===== src/rtl/mmu_arbiter.sv =====
// Shares one memory port between instruction fetch and data load/store channels.
// Optional anti-starvation guard for fetches is enabled by defining MMU_ARB_STARVE_GUARD_EN.
module mmu_arbiter #(
    parameter int STARVE_LIMIT = 4
) (
    input  logic        CLK,
    input  logic        RST,
    input  logic        FLUSH,
    input  logic        INST_RDEN,
    input  logic [31:0] INST_RIADDR,
    output logic        INST_RVALID,
    output logic [31:0] INST_ROADDR,
    output logic [31:0] INST_RDATA,
    input  logic        DATA_RDEN,
    input  logic [31:0] DATA_RIADDR,
    output logic        DATA_RVALID,
    output logic [31:0] DATA_ROADDR,
    output logic [31:0] DATA_RDATA,
    input  logic        DATA_WREN,
    input  logic [31:0] DATA_WRADDR,
    input  logic [31:0] DATA_WRDATA,
    input  logic [3:0]  DATA_WRSTRB,
    output logic        DATA_WDONE,
    output logic        MEM_WAIT,
    output logic        MEM_REQ,
    output logic        MEM_WE,
    output logic [31:0] MEM_ADDR,
    output logic [31:0] MEM_WDATA,
    output logic [3:0]  MEM_STRB,
    input  logic        MEM_ACK,
    input  logic [31:0] MEM_RDATA,
    output logic [2:0]  dbg_state
);

    typedef enum logic [2:0] {
        IDLE  = 3'd0,
        GNT_I = 3'd1,
        GNT_R = 3'd2,
        GNT_W = 3'd3,
        RESP  = 3'd4
    } state_t;

    state_t state;
    logic   flushed;
    logic   inst_valid_q;
    logic   force_inst;

    if (STARVE_LIMIT < 1 || STARVE_LIMIT > 15) begin : g_bad_limit
        $error("mmu_arbiter: STARVE_LIMIT must be in 1..15");
    end

`ifdef MMU_ARB_STARVE_GUARD_EN
    logic [3:0] starve_cnt;

    assign force_inst = INST_RDEN && (starve_cnt == 4'(STARVE_LIMIT));

    // Counts data grants that bypassed a waiting fetch; any fetch grant or idle fetch clears it.
    always_ff @(posedge CLK) begin
        if (RST) begin
            starve_cnt <= 4'd0;
        end else if (state == IDLE) begin
            if (!INST_RDEN || force_inst || !(DATA_WREN || DATA_RDEN)) begin
                starve_cnt <= 4'd0;
            end else if (starve_cnt != 4'd15) begin
                starve_cnt <= starve_cnt + 4'd1;
            end
        end
    end
`else
    assign force_inst = 1'b0;
`endif

    assign MEM_WAIT    = (state == GNT_I) || (state == GNT_R) || (state == GNT_W);
    // A flush during the response cycle itself must still kill the pulse.
    assign INST_RVALID = inst_valid_q & ~FLUSH;
    assign dbg_state   = state;

    always_ff @(posedge CLK) begin
        if (RST) begin
            state        <= IDLE;
            flushed      <= 1'b0;
            inst_valid_q <= 1'b0;
            DATA_RVALID  <= 1'b0;
            DATA_WDONE   <= 1'b0;
            MEM_REQ      <= 1'b0;
            MEM_WE       <= 1'b0;
            MEM_ADDR     <= 32'd0;
            MEM_WDATA    <= 32'd0;
            MEM_STRB     <= 4'd0;
            INST_ROADDR  <= 32'd0;
            INST_RDATA   <= 32'd0;
            DATA_ROADDR  <= 32'd0;
            DATA_RDATA   <= 32'd0;
        end else begin
            inst_valid_q <= 1'b0;
            DATA_RVALID  <= 1'b0;
            DATA_WDONE   <= 1'b0;
            case (state)
                IDLE: begin
                    if (force_inst || (INST_RDEN && !DATA_WREN && !DATA_RDEN)) begin
                        state     <= GNT_I;
                        flushed   <= 1'b0;
                        MEM_REQ   <= 1'b1;
                        MEM_WE    <= 1'b0;
                        MEM_ADDR  <= INST_RIADDR;
                        MEM_WDATA <= 32'd0;
                        MEM_STRB  <= 4'd0;
                    end else if (DATA_WREN) begin
                        state     <= GNT_W;
                        MEM_REQ   <= 1'b1;
                        MEM_WE    <= 1'b1;
                        MEM_ADDR  <= DATA_WRADDR;
                        MEM_WDATA <= DATA_WRDATA;
                        MEM_STRB  <= DATA_WRSTRB;
                    end else if (DATA_RDEN) begin
                        state     <= GNT_R;
                        MEM_REQ   <= 1'b1;
                        MEM_WE    <= 1'b0;
                        MEM_ADDR  <= DATA_RIADDR;
                        MEM_WDATA <= 32'd0;
                        MEM_STRB  <= 4'd0;
                    end
                end
                GNT_I, GNT_R, GNT_W: begin
                    if (state == GNT_I && FLUSH) begin
                        flushed <= 1'b1;
                    end
                    if (MEM_ACK) begin
                        state   <= RESP;
                        MEM_REQ <= 1'b0;
                        MEM_WE  <= 1'b0;
                        case (state)
                            GNT_I: begin
                                inst_valid_q <= ~(flushed | FLUSH);
                                INST_ROADDR  <= MEM_ADDR;
                                INST_RDATA   <= MEM_RDATA;
                            end
                            GNT_R: begin
                                DATA_RVALID <= 1'b1;
                                DATA_ROADDR <= MEM_ADDR;
                                DATA_RDATA  <= MEM_RDATA;
                            end
                            default: begin
                                DATA_WDONE <= 1'b1;
                            end
                        endcase
                    end
                end
                RESP: begin
                    state <= IDLE;
                end
                default: begin
                    state <= IDLE;
                end
            endcase
        end
    end

endmodule


===== config.mk =====
export PLATFORM = sky130hd
export DESIGN_NAME = mmu_arbiter
export DESIGN_NICKNAME = d
export VERILOG_FILES = /design/src/rtl/mmu_arbiter.sv
export SDC_FILE = /design/constraint.sdc
export NUM_CORES = 1
export LEC_CHECK = 0
export BUFFER_PORTS_ARGS = -buffer_cell sky130_fd_sc_hd__buf_4
export CORE_AREA = 2 2 145 147
export DETAILED_ROUTE_END_ITERATION = 16
export DIE_AREA = 0 0 147 149
export PLACE_DENSITY = 0.75
export SETUP_SLACK_MARGIN = 0.05
export SYNTH_ARGS = -nofsm -noshare
export SYNTH_HDL_FRONTEND = slang
export SYNTH_SLANG_ARGS = --single-unit

===== constraint.sdc =====
create_clock -name CLK -period 4.2 [get_ports CLK]
set_input_delay 0.84 -clock CLK [delete_from_list [all_inputs] [get_ports CLK]]
set_output_delay 0.84 -clock CLK [all_outputs]
set_load 0.05 [all_outputs]

# Yosys cells after proc, flatten, opt, wreduce, memory -nomap -nowiden
# Index checks and enable logic that the tools add are counted.
# totals
register_bits,205
in_bits,171
out_inout_bits,205
wordCells,76
# classes
n_eq_ne,7
muxes,28
n_bitwise,7
n_reduce_logical,20
# op_table
op,count
$mux 32,6
$mux 3,4
$mux 4,3
$reduce_and 3->1,4
$mux 1,11
$eq 3x2->1 const B,2
$ne 2x2->1 const B,3
$pmux 1 s2,3
$pmux 3 s2,1
$reduce_or 3->1,2
$not 1->1,5
$ne 4x4->1 const B,1
$reduce_and 2->1,2
$reduce_or 4->1,1
$eq 3x1->1 const B,1
$logic_and 1x1->1,3
$logic_not 3->1,1
$reduce_bool 3->1,1
$logic_not 1->1,2
$logic_or 1x1->1,2
$reduce_bool 2->1,1
$reduce_or 2->1,1
$and 1x1->1,1
$or 1x1->1,1

# Longest topological paths before layout
# logic_depth
ltp_word,5
depth_mapped,6
depth_no_buf,3

# Worst setup path before layout
# OpenSTA, ideal clock, no wires.
# synth_timing
path_type,in2out
startpoint,in FLUSH
endpoint,out INST_RVALID
arrival_ns,1.529
setup_slack_ns,1.831
path_stages,1
path_buffers,0
cell_sequence,nor2b_1
# synth_between
elab_chain_cells,2
# synth_lines
element,line_no,rtl
from (decl),8,"input logic FLUSH,"
$not 1->1,75,assign INST_RVALID = inst_valid_q & ~FLUSH;
$and 1x1->1,75,
to (decl),11,"output logic INST_RVALID,"
# Every way passes these cells.

# Worst setup path in the final report
# layout_timing
startpoint,reg state[0] (netlist: dbg_state[0])
endpoint,out MEM_WAIT
# layout_between
elab_chain_cells,3
# layout_lines
element,line_no,rtl
from (decl),43,state_t state;
from (signal assigned),80,state <= IDLE;
from (signal assigned),101,state <= GNT_I;
from (signal assigned),109,state <= GNT_W;
$eq 3x1->1 or $eq 3x2->1 (tied branches),73,assign MEM_WAIT = (state == GNT_I) || (state == GNT_R) || (state == GNT_W);
$logic_or 1x1->1,73,
$logic_or 1x1->1 *,73,
to (decl),24,"output logic MEM_WAIT,"
# Mark *: on every way between the ends. The rest lies on a longest branch, timed or not.

==> metrics <==
Worst-Skew Late Latency=500 ps; syn nets=1,196; area growth from synthesis to layout=42.6%; Worst Tran Pin Value=1290 ps; setup repair bufs after CTS=0; critical path class=reg2out; Switch Pwr=1.76 mW; synth warn=0; CTS Sinks=205; Seq/Total Area, Yosys=0.484; Post-Syn Instances=1,025; io pins=376; Clock power frac=0.383; Tot Pwr=between 5 and 6 mW; grt ovf=0; largest net degree at the start of global routing=around 140; initial antenna violation count=1; CP Launch Type=flip-flop; cells along the critical path=o21bai_1, inv_1, buf_4; Pleak=between 5 and 6 nW; Max-slew headroom=0.143; die height=around 150 um; sw frac=0.315; internal power=between 3 and 4 mW; Hold WS=451 ps; post-route setup TNS=0 ps; Reg power frac=0.389; post-cts repair resize count=0; most frequent cells in the layout=buf_4, nand2_1, dfxtp_1; most common cell after layout, fill and taps aside=buf_4; Worst EP arrival=1650 ps; ys flop type=dfxtp_1; P per Cell Area=about 460 mW/mm^2; Max Cap Viol=0; I/O Buffers=about 380; Wirelength per Cell=between 15 and 20 um; routability-driven placement congestion ratio=0.858; Synth Register Bits=205; Die Width=147 um; DRT antenna net count=0; via/cell ratio=5.32; mapped cell area=between 0.008 and 0.009 sq mm; core area=0.0206 sq mm; CTS buffer count=22; Final setup viols=0; ratio of cells with drive above 1 in the final layout=0.340; Final Util=0.589; H-tree depth=1; Post-synth ARST share=0; clock root cell=clkbuf_16; nets@finish=around 1,500; Gate power share=0.229; final hold violation count=0; DP HPWL=19,500 um; Setup Skew=6.92 ps; VDD IR max=between 0.2 and 0.3 mV; cts hold-fix bufs=0; Post-synth EDFFs=0; Pins Over Slew Limit=0; RSZ-0062 raised after global routing=false; CP endpoint kind=output port; Tcrit/Tclk final=0.594; Max Root-Sink Buffers=3; Reg clk slew, reported paths=~60 ps; slowest cell on the critical path=dfxtp_1; final routed DRC violation total=0; total global-route track usage=0.257; wire length of the first global-routing pass=45,300 um; Critical Path RT=3360 ps; Period minus WS final=2490 ps; total number of vias=8,640; Worst Path Max Fanout=13; Netlist cell types=32; WP buf/inv=2; worst hold path class=reg2reg; vias in the first global route=8,219; CP delay by family, top=flip-flops; Starting Density=0.413; Final WS setup=1710 ps; router iterations before antenna repair=4; CTS tree=built; final WL=between 20,000 and 30,000 um; f_max=approximately 400 MHz; Die ar.=between 0.02 and 0.025 sq mm; slowest stage delay, CP=650 ps; # fillers=approximately 1,900; FP Rows=53; 1st-iter DRT viols=about 640; syn avg cell area=between 8 and 9 sq um; status=finished clean; pre-CTS WS=approximately 1300 ps
-- flip-flops by register name, indices dropped and copies added (netlist names), 3 cells and up --
name / cells
DATA_RDATA: 32
DATA_ROADDR: 32
INST_RDATA: 32
INST_ROADDR: 32
MEM_ADDR: 32
MEM_STRB: 4
MEM_WDATA: 32
dbg_state: 3
-- cell type report --
type                    instances  area (sq um)  area share
flip-flops and latches        205          4100       0.339
multi-input cells             716          3910       0.323
repair buffers                387          2920       0.242
clock buffers                  30           632      0.0522
well taps                     275           344      0.0284
clock inverters                 8           168      0.0139
inverters                       3          11.3    0.000931
diodes                          1          2.50    0.000207
-- metal layers --
layer  global-route usage  share of wire  vias up
met1                0.316           0.39     4058
met5                    0              0        -
met2                0.440           0.49      387
li1                     -              -     4129
met3               0.0596          0.084       66
met4                0.102          0.034        0
-- worst reg2reg max path, cell delays in order (launching register included) --
cell,delay [ps]
dfxtp_1,650
or3_2,1090
o221ai_1,290
a21oi_1,230
-- synthesized netlist by cell type, drive strengths merged (2+ instances only) --
| library cell | instances | area share |
|---|---|---|
| and4bb | 2 | 0.0029 |
| a211oi | 33 | 0.029 |
| nor2b | 33 | 0.024 |
| inv | 3 | 0.0013 |
| o21ai | 70 | 0.041 |
| nor3 | 3 | 0.0024 |
| and3b | 32 | 0.033 |
| nand4bb | 3 | 0.0040 |
| o41ai | 32 | 0.059 |
| buf | 47 | 0.035 |
| dfxtp | 205 | 0.48 |
| nand2 | 258 | 0.11 |
| nand2b | 2 | 0.0015 |
| nand3 | 36 | 0.021 |
| nor2 | 35 | 0.015 |
| a21oi | 168 | 0.099 |
| clkbuf | 54 | 0.024 |
-- logic make-up (layout without fill, tap and decap cells) --
family                 after synthesis  in the layout  synth area share
buffers and inverters              104            428            0.0605
AND/OR/NAND/NOR                    409            409             0.224
flip-flops                         205            205             0.484
AO/OA/AOI/OAI                      307            307             0.232
other                                0              1                 0
-- final timing paths --
path	from	end	slack (ps)	depth (start not counted)
max	dbg_state[0]	MEM_WAIT	1710	3
max reg2reg	dbg_state[0]	MEM_WE	1850	3
min reg2reg	DATA_RDATA[23]	DATA_RDATA[23]	450	2
min	DATA_RDATA[23]	DATA_RDATA[23]	450	2
-- through the flow --
stage,area [sq um],cells
6_report,12100,1625
5_1_grt,12100,1625
4_1_cts,12100,1624
3_5_place_dp,11300,1586
3_3_place_gp,11300,1586
2_1_floorplan,8480,1025
-- power by group through the flow --
stage / logic, mW / registers (mW) / clock network [mW]
after global routing: 1.35 / 2.19 / 2.25
after global placement: 1.27 / 2.21 / 0
after CTS: 1.28 / 2.17 / 2.18
after floorplan: 0.448 / 2.60 / 0
after detailed placement: 1.28 / 2.21 / 0
final: 1.28 / 2.18 / 2.14
Note: power is estimated with default switching activity, not from simulation.
